### src/rtl/fft_sdf_delay_buffer_if.sv
`default_nettype none
// ============================================================================
// fft_sdf_delay_buffer_if : stage-side bus of the SDF delay buffer
// Rev 1.0
// ============================================================================
interface fft_sdf_delay_buffer_if #(
  parameter int WL    = 18,
  parameter int CNT_W = 4
);
  logic                 flush;
  logic                 in_valid;
  logic signed [WL:0]   in_real;
  logic signed [WL:0]   in_imag;
  logic signed [WL:0]   fb_real;
  logic signed [WL:0]   fb_imag;
  logic signed [WL:0]   dly_real;
  logic signed [WL:0]   dly_imag;
  logic                 sel;
  logic                 out_valid;
  logic [CNT_W:0]       phase_cnt;

  modport master (
    output flush, in_valid, in_real, in_imag, fb_real, fb_imag,
    input  dly_real, dly_imag, sel, out_valid, phase_cnt
  );

  modport slave (
    input  flush, in_valid, in_real, in_imag, fb_real, fb_imag,
    output dly_real, dly_imag, sel, out_valid, phase_cnt
  );
endinterface
`default_nettype wire

### src/rtl/fft_sdf_delay_buffer.sv
`default_nettype none
// ============================================================================
// fft_sdf_delay_buffer : radix-2 SDF stage delay line, phase counter and mux select
// Rev 1.0 -- optional output register stage: SDF_DLY_REG_OUT_EN
// ============================================================================
module fft_sdf_delay_buffer #(
  parameter int WL    = 18,
  parameter int DEPTH = 16,
  parameter int CNT_W = 4
) (
  input  logic                       clk,
  input  logic                       rst_n,
  fft_sdf_delay_buffer_if.slave      bus
);

  localparam logic [0:0]     ST_FILL   = 1'b0;
  localparam logic [0:0]     ST_PRIMED = 1'b1;
  localparam logic [CNT_W:0] LAST_FILL = (CNT_W+1)'(DEPTH - 1);
  localparam logic [CNT_W:0] CNT_ONE   = (CNT_W+1)'(1);

  logic [0:0]          state;
  logic [0:0]          state_nxt;
  logic [CNT_W:0]      phase;
  logic                half_sel;
  logic                primed;
  logic                accept;
  logic signed [WL:0]  wr_real;
  logic signed [WL:0]  wr_imag;
  logic signed [WL:0]  line_real [DEPTH];
  logic signed [WL:0]  line_imag [DEPTH];

  // flush suppresses the sample presented on the same edge
  assign accept   = bus.in_valid & ~bus.flush;
  assign half_sel = phase[CNT_W];
  assign wr_real  = half_sel ? bus.fb_real : bus.in_real;
  assign wr_imag  = half_sel ? bus.fb_imag : bus.in_imag;

  // 2*DEPTH is a power of two, so the counter wraps naturally
  always_ff @(posedge clk or negedge rst_n) begin
    if (!rst_n) begin
      phase <= '0;
    end else if (bus.flush) begin
      phase <= '0;
    end else if (bus.in_valid) begin
      phase <= phase + CNT_ONE;
    end
  end

  generate
    for (genvar i = 0; i < DEPTH; i++) begin : g_tap
      always_ff @(posedge clk or negedge rst_n) begin
        if (!rst_n) begin
          line_real[i] <= '0;
          line_imag[i] <= '0;
        end else if (accept) begin
          if (i == 0) begin
            line_real[i] <= wr_real;
            line_imag[i] <= wr_imag;
          end else begin
            line_real[i] <= line_real[(i > 0) ? i - 1 : 0];
            line_imag[i] <= line_imag[(i > 0) ? i - 1 : 0];
          end
        end
      end
    end
  endgenerate

  always_ff @(posedge clk or negedge rst_n) begin
    if (!rst_n) begin
      state <= ST_FILL;
    end else begin
      state <= state_nxt;
    end
  end

  // FILL lasts exactly DEPTH accepted samples since phase restarts at 0 on entry
  always_comb begin
    state_nxt = state;
    if (bus.flush) begin
      state_nxt = ST_FILL;
    end else if (state == ST_FILL && bus.in_valid && phase == LAST_FILL) begin
      state_nxt = ST_PRIMED;
    end
  end

  always_comb begin
    primed = 1'b0;
    if (state == ST_PRIMED) begin
      primed = 1'b1;
    end
  end

  assign bus.phase_cnt = phase;

`ifdef SDF_DLY_REG_OUT_EN
  logic signed [WL:0] out_real;
  logic signed [WL:0] out_imag;
  logic               out_sel;
  logic               out_vld;

  always_ff @(posedge clk or negedge rst_n) begin
    if (!rst_n) begin
      out_real <= '0;
      out_imag <= '0;
      out_sel  <= 1'b0;
      out_vld  <= 1'b0;
    end else begin
      out_real <= line_real[DEPTH-1];
      out_imag <= line_imag[DEPTH-1];
      out_sel  <= half_sel;
      out_vld  <= primed;
    end
  end

  assign bus.dly_real  = out_real;
  assign bus.dly_imag  = out_imag;
  assign bus.sel       = out_sel;
  assign bus.out_valid = out_vld;
`else
  assign bus.dly_real  = line_real[DEPTH-1];
  assign bus.dly_imag  = line_imag[DEPTH-1];
  assign bus.sel       = half_sel;
  assign bus.out_valid = primed;
`endif

endmodule
`default_nettype wire

### src/flat_wrapper.sv
// flat-port wrapper written by rule: the top's interface ports become plain ports
module fft_sdf_delay_buffer_flat 
#(
  parameter int WL    = 18,
  parameter int DEPTH = 16,
  parameter int CNT_W = 4
)
  (clk, rst_n, bus_flush, bus_in_valid, bus_in_real, bus_in_imag, bus_fb_real, bus_fb_imag, bus_dly_real, bus_dly_imag, bus_sel, bus_out_valid, bus_phase_cnt);
  fft_sdf_delay_buffer_if #(.WL(WL), .CNT_W(CNT_W)) bus_i ();
  input  logic clk;
  input  logic rst_n;
  input wire logic [$bits(bus_i.flush)-1:0] bus_flush;
  input wire logic [$bits(bus_i.in_valid)-1:0] bus_in_valid;
  input wire logic [$bits(bus_i.in_real)-1:0] bus_in_real;
  input wire logic [$bits(bus_i.in_imag)-1:0] bus_in_imag;
  input wire logic [$bits(bus_i.fb_real)-1:0] bus_fb_real;
  input wire logic [$bits(bus_i.fb_imag)-1:0] bus_fb_imag;
  output wire logic [$bits(bus_i.dly_real)-1:0] bus_dly_real;
  output wire logic [$bits(bus_i.dly_imag)-1:0] bus_dly_imag;
  output wire logic [$bits(bus_i.sel)-1:0] bus_sel;
  output wire logic [$bits(bus_i.out_valid)-1:0] bus_out_valid;
  output wire logic [$bits(bus_i.phase_cnt)-1:0] bus_phase_cnt;
  assign bus_i.flush = bus_flush;
  assign bus_i.in_valid = bus_in_valid;
  assign bus_i.in_real = bus_in_real;
  assign bus_i.in_imag = bus_in_imag;
  assign bus_i.fb_real = bus_fb_real;
  assign bus_i.fb_imag = bus_fb_imag;
  assign bus_dly_real = bus_i.dly_real;
  assign bus_dly_imag = bus_i.dly_imag;
  assign bus_sel = bus_i.sel;
  assign bus_out_valid = bus_i.out_valid;
  assign bus_phase_cnt = bus_i.phase_cnt;
  fft_sdf_delay_buffer #(.WL(WL), .DEPTH(DEPTH), .CNT_W(CNT_W)) u_core (.clk(clk), .rst_n(rst_n), .bus(bus_i));
endmodule
### config.mk
export PLATFORM = sky130hd
export DESIGN_NAME = fft_sdf_delay_buffer_flat
export DESIGN_NICKNAME = d
export VERILOG_FILES = /design/src/rtl/fft_sdf_delay_buffer_if.sv /design/src/rtl/fft_sdf_delay_buffer.sv /design/src/flat_wrapper.sv
export SDC_FILE = /design/constraint.sdc
export NUM_CORES = 1
export LEC_CHECK = 0
export BUFFER_PORTS_ARGS = -buffer_cell sky130_fd_sc_hd__buf_2
export CAP_MARGIN = 15
export CELL_PAD_IN_SITES_DETAIL_PLACEMENT = 2
export CELL_PAD_IN_SITES_GLOBAL_PLACEMENT = 2
export CORE_ASPECT_RATIO = 1.2
export CORE_MARGIN = 2
export CORE_UTILIZATION = 40
export DETAILED_ROUTE_END_ITERATION = 8
export GPL_TIMING_DRIVEN = 0
export PLACE_DENSITY_LB_ADDON = 0.1
export SLEW_MARGIN = 40
export SYNTH_ARGS = -nofsm -noshare
export SYNTH_HDL_FRONTEND = slang
export SYNTH_SLANG_ARGS = --single-unit
### constraint.sdc
create_clock -name clk -period 3 [get_ports clk]
set_clock_uncertainty 0.15 [all_clocks]
set_input_delay 0 -clock clk [delete_from_list [all_inputs] [get_ports clk]]
set_output_delay 0 -clock clk [all_outputs]
set_load 0.05 [all_outputs]
# Word-level counts from Yosys, hierarchy flattened
# Cells that the tools add are included.
[totals]
regBits = 614
latchBits = 0
mem_bits_rw = 0
romBits = 0
in_bits = 80
output_inout_bits = 45
mem_count = 0
[op_classes]
add_sub_neg = 1
multipliers = 0
div = 0
n_lt_le_gt_ge = 0
eq_ne = 1
shifts = 0
mux = 7
n_bitwise = 3
n_reduce_logical = 4
[ops]
columns = ["op", "count"]
rows = [
  ["$mux 19", 2],
  ["$mux 5", 2],
  ["$add 5x1->5 const B", 1],
  ["$eq 5x4->1 const B", 1],
  ["$reduce_bool 2->1", 2],
  ["$mux 1", 3],
  ["$logic_and 1x1->1", 2],
  ["$not 1->1", 2],
  ["$and 1x1->1", 1],
]

# Depth between registers and ports, before layout
# Gate-level depths: netlist of the first run.
[logic_depth]
depth_word = 5
ltp_mapped = 7
depth_no_buf = 5

# Worst setup path after synthesis of the first run
# OpenSTA, ideal clock, no wires.
[synth_timing]
path_type = "register to register"
startpoint = "reg u_core.phase[4] (netlist: u_core.bus.phase_cnt[4])"
endpoint = "reg u_core.line_imag[303] (netlist bit)"
setup_time_ps = 125
t_arrival_ps = 1662
required_ps = 2725
slack_ps = 1063
path_stages_with_launch = 4
n_path_buf = 1
path_cell_list = "dfrtp_1 > clkbuf_1 > mux2_2 > mux2_2"
[synth_via]
elab_chain_len = 1
[synth_lines]
columns = ["item", "line_no", "rtl"]
rows = [
  ["from (decl)", "fft_sdf_delay_buffer.sv:23", "logic [CNT_W:0] phase;"],
  ["from (signal assigned)", "fft_sdf_delay_buffer.sv:45", "phase <= phase + CNT_ONE;"],
  ["$mux 19", "fft_sdf_delay_buffer.sv:36", "assign wr_imag = half_sel ? bus.fb_imag : bus.in_imag;"],
  ["to (signal, indexed assignment)", "fft_sdf_delay_buffer.sv:58", "line_imag[i] <= wr_imag;"],
  ["to (signal, indexed assignment)", "fft_sdf_delay_buffer.sv:61", "line_imag[i] <= line_imag[(i > 0) ? i - 1 : 0];"],
  ["to (decl)", "fft_sdf_delay_buffer.sv:30", "logic signed [WL:0] line_imag [DEPTH];"],
]
# Every way passes these cells.
# A chain may end at the register's enable or synchronous reset.

# Final worst setup path of the first run
[layout_timing]
startpoint = "reg u_core.phase[4] (netlist: u_core.bus.phase_cnt[4])"
endpoint = "reg u_core.line_imag[290] (netlist bit)"
# Same word-level chain as after synthesis.

==> flow_metrics.tcl, run 1 <==
set metrics [dict create \
    outcome "complete, no violations" \
    setup_viol_count_final 0 \
    drcViolationCount 0 \
    synth-xor-area-share_pct 0.0359 \
    power_density_nw_per_um2 939 \
    syn-instance-count 1392 \
    grt_overflow 0 \
    post_synth_mux_area_share_pct 33.0 \
    routed_wl_mm 47.6 \
    post_synth_fa_ha_maj_area_fraction_pct 0.102 \
    maxSlewViolCount 0 \
    dr_total_vias 11961 \
    drt_pass1_iterations 3 \
    cts_buffers 61 \
    synth.yosys.seq_area_share_pct 62.9 \
    final_cells 2530 \
    clk_pin_slew_worst_paths_ns 0.06 \
    cts.path.max_buffers 3 \
    clkSinkCount 614 \
    ir_drop_mv 0.479 \
    crit_path_cell_trace "clkbuf_1 > mux2_2 > dlygate4sd3_1 > mux2_2" \
    path_delay_family "buffers and inverters" \
    antenna_found_initial 0 \
    grt_use_total_pct 15.8 \
    p_sw_share_pct 26.7 \
    crit_slowest_cell "sky130_fd_sc_hd__clkbuf_1" \
    clock-root-buffer "sky130_fd_sc_hd__clkbuf_16" \
    p_total_mw 27.3 \
    setup_repair_after_global_routing_missed_its_margin "no" \
    worst_hold_path_type "primary input to flip-flop" \
    pin_count_of_the_biggest_net_entering_global_routing 78 \
    timing_hold_violations_final 0 \
    critical_path_class "flip-flop to flip-flop" \
    post_dp_cell_area_um2 26300 \
    place_inst 2332 \
    initial_core_util_pct 40.3 \
    end_kind "flip-flop" \
    synth.ff_latch_count 614 \
    synth_area_per_cell_um2 17.5 \
    die_area_um2 63000 \
    cp_slowest_stage_delay_ns 0.58 \
    final.period_utilization_pct 89.2 \
    ant_nets 0 \
    grt_pass1_wl_mm 79.1 \
    layout-drive-gt1-share_pct 57.1 \
    max_slew_margin_pct 53.1 \
    h-tree-depth 2 \
    internal-power_mw 20.0 \
    die_w_um 230 \
    drtIter0Drc 292 \
    number_of_port_buffers 123 \
    hold_buffers 85 \
    place_hpwl_mm 32.0 \
    critical_path.startpoint_type "flip-flop" \
    cts_resized 0 \
    final.fill_count 5524 \
    grt_pass1_vias 13750 \
    finalNetCount 1754 \
    yosysWarnings 0 \
    antenna_cells 0 \
    tritoncts "done" \
    synth_compound_gate_area_share_pct 0.113 \
    area_delta_synth_final_pct 19.3 \
    floorplan.io_pins 125 \
    synth_top_family_by_area "multiplexers" \
    wire_per_inst_um 18.8 \
    max_slew.worst_pin.slew_ns 0.704 \
    period_needed_ns 2.67 \
    cts_setup_buffers 0 \
    final_common_cell "sky130_fd_sc_hd__dfrtp_1" \
    fin_setup_tns_ns 0 \
    worst-path-max-fanout 10 \
    count_of_buffer_and_inverter_cells_on_the_critical_path 2 \
    cp_data_arrival_time_ns 3.03 \
    static_leakage_nw 13.6 \
    clkPwrFrac_pct 27.3 \
    pwr-share-seq_pct 50.6 \
    post_synth_and_or_nand_nor_area_fraction_pct 0.210 \
    route.detailed.vias_per_inst 4.73 \
    power_frac_comb_pct 22.0 \
    syn_nets 1474 \
    place.gp.congestion 0.664 \
    floorplan.die.height_um 275 \
    max_freq_ghz 0.374 \
    floorplan.rows 99 \
    clock_insertion_delay_worst_skew_ns 0.61 \
    power.switching_mw 7.30 \
    ys_types 21 \
    worst-endpoint-required_ns 3.35 \
    commonest_cells_after_routing_fill_and_taps_aside "sky130_fd_sc_hd__dfrtp_1 (614), sky130_fd_sc_hd__mux2_2 (447), sky130_fd_sc_hd__mux2_4 (200), sky130_fd_sc_hd__buf_2 (135), sky130_fd_sc_hd__dlygate4sd3_1 (84)" \
    worst_hold_slack_ns 0.100 \
    syn_area_um2 24400 \
    max_cap_viol_count 0 \
    most_frequent_cell_on_critical_path "sky130_fd_sc_hd__mux2_2" \
    layout.cell_area.non_filler_um2 29100 \
    core_region_area_um2 60600 \
]
[metrics by stage]
stage	util, %	worst slack, ns
detailed placement	43.4	0.842
floorplan	-	1.06
CTS	48.1	0.264
global route	48.1	0.207
global placement	43.0	-10.78
finish	48.1	0.325
[power groups by stage]
stage | clock, mW | sequential [mW] | combinational (mW)
after detailed placement | 0 | 14.1 | 5.97
after floorplan | 0 | 13.1 | 5.06
after global placement | 0 | 13.8 | 5.62
final | 7.48 | 13.8 | 6.02
after CTS | 7.78 | 14.0 | 6.14
after global routing | 8.09 | 14.4 | 6.54
[final timing paths]
| path | start | endpoint | slack [ns] | depth (start not counted) |
|---|---|---|---|---|
| worst max-delay path | u_core.bus.phase_cnt[4] | u_core.line_imag[290] | 0.33 | 4 |
| worst min-delay path | bus_in_valid | u_core.bus.phase_cnt[0] | 0.10 | 4 |
| worst max register to register | u_core.bus.phase_cnt[4] | u_core.line_imag[290] | 0.33 | 4 |
| worst min register to register | u_core.line_real[43] | u_core.line_real[43] | 0.35 | 1 |
| max in group asynchronous | rst_n | u_core.bus.dly_real[7] | 1.18 | 6 |
| min in group asynchronous | rst_n | u_core.bus.dly_real[18] | 0.34 | 4 |
[layout make-up]
| class | instances | area [um^2] | share of cell area (%) |
|---|---|---|---|
| timing repair buffer | 217 | 1730 | 5.93 |
| multi-input combinational | 665 | 8160 | 28.0 |
| tap | 808 | 1010 | 3.47 |
| clock buffer | 94 | 1820 | 6.26 |
| sequential | 614 | 15400 | 52.7 |
| buffer | 112 | 891 | 3.06 |
| inverter | 1 | 3.75 | 0.0129 |
| clock inverter | 19 | 149 | 0.511 |
[per-layer routing]
metal,track usage (%),vias up,part of all wire (%)
li1,-,5436,-
met1,19.4,6303,42
met2,28.8,141,53
met3,2.50,81,2.8
met4,4.25,0,2.2
met5,0,-,0
[logic make-up (layout without fill, tap and decap cells)]
logic type / count (synthesis) / in the layout
and+or+nand+nor: 10 / 10
adders and majority gates: 2 / 2
buffers and inverters: 113 / 443
DFF: 614 / 614
AOI/OAI and AO/OA: 4 / 4
muxes: 648 / 648
xor gates and xnor gates: 1 / 1
[tightest hold or removal path, cell delays in order]
cell,delay [ns]
sky130_fd_sc_hd__dlygate4sd3_1,0.55
sky130_fd_sc_hd__buf_6,0.14
sky130_fd_sc_hd__xnor2_1,0.07
sky130_fd_sc_hd__nor2_1,0.07
[state kept, by name, summed over array words and instances, names as in the netlist]
name	cells
u_core.bus.dly_real	19
u_core.bus.phase_cnt	5
u_core.line_real	285
u_core.state	1
u_core.line_imag	285
u_core.bus.dly_imag	19
[Yosys cell counts]
| master | n | share of area, % |
|---|---|---|
| sky130_fd_sc_hd__buf_2 | 13 | 0.27 |
| sky130_fd_sc_hd__and3_1 | 1 | 0.026 |
| sky130_fd_sc_hd__buf_1 | 1 | 0.015 |
| sky130_fd_sc_hd__buf_8 | 2 | 0.12 |
| sky130_fd_sc_hd__ha_1 | 2 | 0.10 |
| sky130_fd_sc_hd__clkbuf_1 | 3 | 0.046 |
| sky130_fd_sc_hd__mux2i_1 | 1 | 0.041 |
| sky130_fd_sc_hd__a211oi_1 | 1 | 0.031 |
| sky130_fd_sc_hd__a21bo_2 | 1 | 0.041 |
| sky130_fd_sc_hd__buf_6 | 22 | 1.0 |
| sky130_fd_sc_hd__nand4_1 | 1 | 0.026 |
| sky130_fd_sc_hd__mux2_4 | 200 | 12 |
| sky130_fd_sc_hd__xnor2_1 | 1 | 0.036 |
| sky130_fd_sc_hd__nand3b_1 | 1 | 0.031 |
| sky130_fd_sc_hd__mux2_2 | 447 | 21 |
| sky130_fd_sc_hd__nor2b_1 | 2 | 0.051 |
| sky130_fd_sc_hd__nor2_1 | 5 | 0.077 |
| sky130_fd_sc_hd__dfrtp_1 | 614 | 63 |
| sky130_fd_sc_hd__buf_4 | 71 | 2.2 |
| sky130_fd_sc_hd__inv_1 | 1 | 0.015 |
| sky130_fd_sc_hd__a21oi_1 | 2 | 0.041 |
Note: power is estimated with default switching activity, not from simulation.
==> run 2, diff against run 1 <==
REMOVE_ABC_BUFFERS = 1   (was unset)
==> run 2 against run 1 <==
Maximum frequency grew 1.1%; register-to-register slack gained 0.03 ns; combinational power shrank 3.3%; wire length shrank 15%; sequential share of layout area shrank 0.47 points; sequential power is essentially flat; die area is the same; worst hold slack gained 0.012 ns; critical path depth is the same; worst setup slack gained 0.029 ns; first-iteration DRC count grew 6.2%; largest cell class unchanged.
==> flow_metrics.tcl, run 2 (same netlist as run 1, synthesis figures left out) <==
set metrics [dict create \
    outcome "complete, no violations" \
    drtIter0Drc 310 \
    grt_pass1_wl_mm 70.7 \
    route.detailed.vias_per_inst 4.77 \
    place_hpwl_mm 23.8 \
    h-tree-depth 3 \
    cts_buffers 68 \
    pin_count_of_the_biggest_net_entering_global_routing 105 \
    static_leakage_nw 13.6 \
    timing_hold_violations_final 0 \
    floorplan.io_pins 125 \
    place_inst 2260 \
    clock_insertion_delay_worst_skew_ns 0.58 \
    final_cells 2470 \
    final.period_utilization_pct 88.2 \
    worst-path-max-fanout 17 \
    cp_data_arrival_time_ns 2.96 \
    die_w_um 230 \
    ant_nets 0 \
    p_total_mw 27.6 \
    maxSlewViolCount 0 \
    initial_core_util_pct 40.3 \
    drt_pass1_iterations 4 \
    crit_path_start "u_core.bus.phase_cnt[4]" \
    crit_path_cell_trace "mux2_2 > dlygate4sd3_1 > mux2_2 > dlygate4sd3_1" \
    critical_path.startpoint_type "flip-flop" \
    path_delay_family "buffers and inverters" \
    worst-endpoint-required_ns 3.31 \
    clock-root-buffer "sky130_fd_sc_hd__clkbuf_16" \
    setup_viol_count_final 0 \
    grt_use_total_pct 13.6 \
    biggestRegsByFlops "u_core.line_imag x285, u_core.line_real x285" \
    max_slew.worst_pin.slew_ns 0.618 \
    crit_slowest_cell "sky130_fd_sc_hd__dfrtp_4" \
    commonest_cells_after_routing_fill_and_taps_aside "sky130_fd_sc_hd__dfrtp_1 (613), sky130_fd_sc_hd__mux2_2 (447), sky130_fd_sc_hd__mux2_4 (200), sky130_fd_sc_hd__buf_2 (124), sky130_fd_sc_hd__dlygate4sd3_1 (93)" \
    finalNetCount 1699 \
    area_delta_synth_final_pct 20.4 \
    core_region_area_um2 60600 \
    clkSinkCount 614 \
    max_freq_ghz 0.378 \
    wire_per_inst_um 16.4 \
    end_kind "flip-flop" \
    dr_total_vias 11776 \
    cts.path.max_buffers 3 \
    worst_hold_path_type "primary input to flip-flop" \
    grt_pass1_vias 13667 \
    floorplan.rows 99 \
    register_area_um2 15400 \
    worst_hold_slack_ns 0.112 \
    setup_repair_after_global_routing_missed_its_margin "no" \
    floorplan.die.height_um 275 \
    critical_path_class "flip-flop to flip-flop" \
    power_density_nw_per_um2 937 \
    period_needed_ns 2.65 \
    tritoncts "done" \
    max_cap_viol_count 0 \
    area_of_combinational_cells_with_multiple_inputs_um2 8170 \
    clk_pin_slew_worst_paths_ns 0.06 \
    hold_path_startpoint "bus_flush" \
    ir_drop_mv 0.451 \
    worst_r2r_startpoint "u_core.bus.phase_cnt[4]" \
    place.gp.congestion 0.631 \
    routed_wl_mm 40.5 \
    layout-drive-gt1-share_pct 55.2 \
    antenna_found_initial 0 \
    final.fill_count 5424 \
    number_of_port_buffers 124 \
    count_of_buffer_and_inverter_cells_on_the_critical_path 2 \
    max_slew_margin_pct 58.7 \
    drcViolationCount 0 \
    final_common_cell "sky130_fd_sc_hd__dfrtp_1" \
    die_area_um2 63000 \
    antenna_cells 0 \
    grt_overflow 0 \
    cp_slowest_stage_delay_ns 0.61 \
]
[run 2: cell types whose count changed in the layout (fill, tap and decap cells not counted), sizes merged]
cell and change:
clkinv -8, buf -68, dlygate4sd3 +9, bufinv +2
clkbuf +5
[run 2: final timing paths]
path	slack [ns]	cells past startpoint	end
max	0.35	4	u_core.line_imag[302]
min	0.11	3	u_core.bus.phase_cnt[4]
min in group asynchronous	0.42	4	u_core.bus.dly_imag[10]
max reg2reg	0.35	4	u_core.line_imag[302]
max in group asynchronous	0.83	6	u_core.bus.dly_imag[0]
min reg2reg	0.34	1	u_core.line_imag[169]
[run 2: repair_timing]
action,in CTS,in global routing
endpoints found under the hold margin,268,0
buffers inserted,0,0
hold buffers,95,0
gates resized for setup,0,0
[run 2: final cells by class]
| cell class | count | area share [%] |
|---|---|---|
| clock inverters | 13 | 0.575 |
| flip-flops and latches | 614 | 52.3 |
| repair buffers | 267 | 9.14 |
| inverters | 1 | 0.0128 |
| multi-input cells | 665 | 27.8 |
| clock buffers | 102 | 6.78 |
| well taps | 808 | 3.44 |
[run 2: power breakdown]
group / leakage, nW / total, mW / internal, mW / switching (mW)
Combinational: 4.90 / 5.82 / 3.78 / 2.04
Clock: 1.06 / 8.09 / 4.91 / 3.18
Sequential: 7.63 / 13.6 / 11.8 / 1.86
Total: 13.6 / 27.6 / 20.5 / 7.08
[run 2: per-layer routing]
layer	track usage, %	part of all wire, %
met2	23.0	51
met1	17.2	43
met5	0	0
met4	5.47	2.5
met3	2.54	3.4
[run 2: through the flow]
stage	setup slack, ns	area (um^2)	utilization (%)	setup TNS (ns)
after floorplan	-32.81	23500	-	-
after global placement	-44.26	25200	41.5	-
after detailed placement	-0.489	26300	43.4	-16.39
after CTS	0.345	29400	48.5	0
after global routing	0.223	29400	48.5	0
final	0.354	29400	48.5	0
[run 2: tightest hold or removal path: stages]
cell and delay [ns]:
sky130_fd_sc_hd__buf_2 0.19, sky130_fd_sc_hd__a211oi_1 0.06, sky130_fd_sc_hd__dlygate4sd3_1 0.54
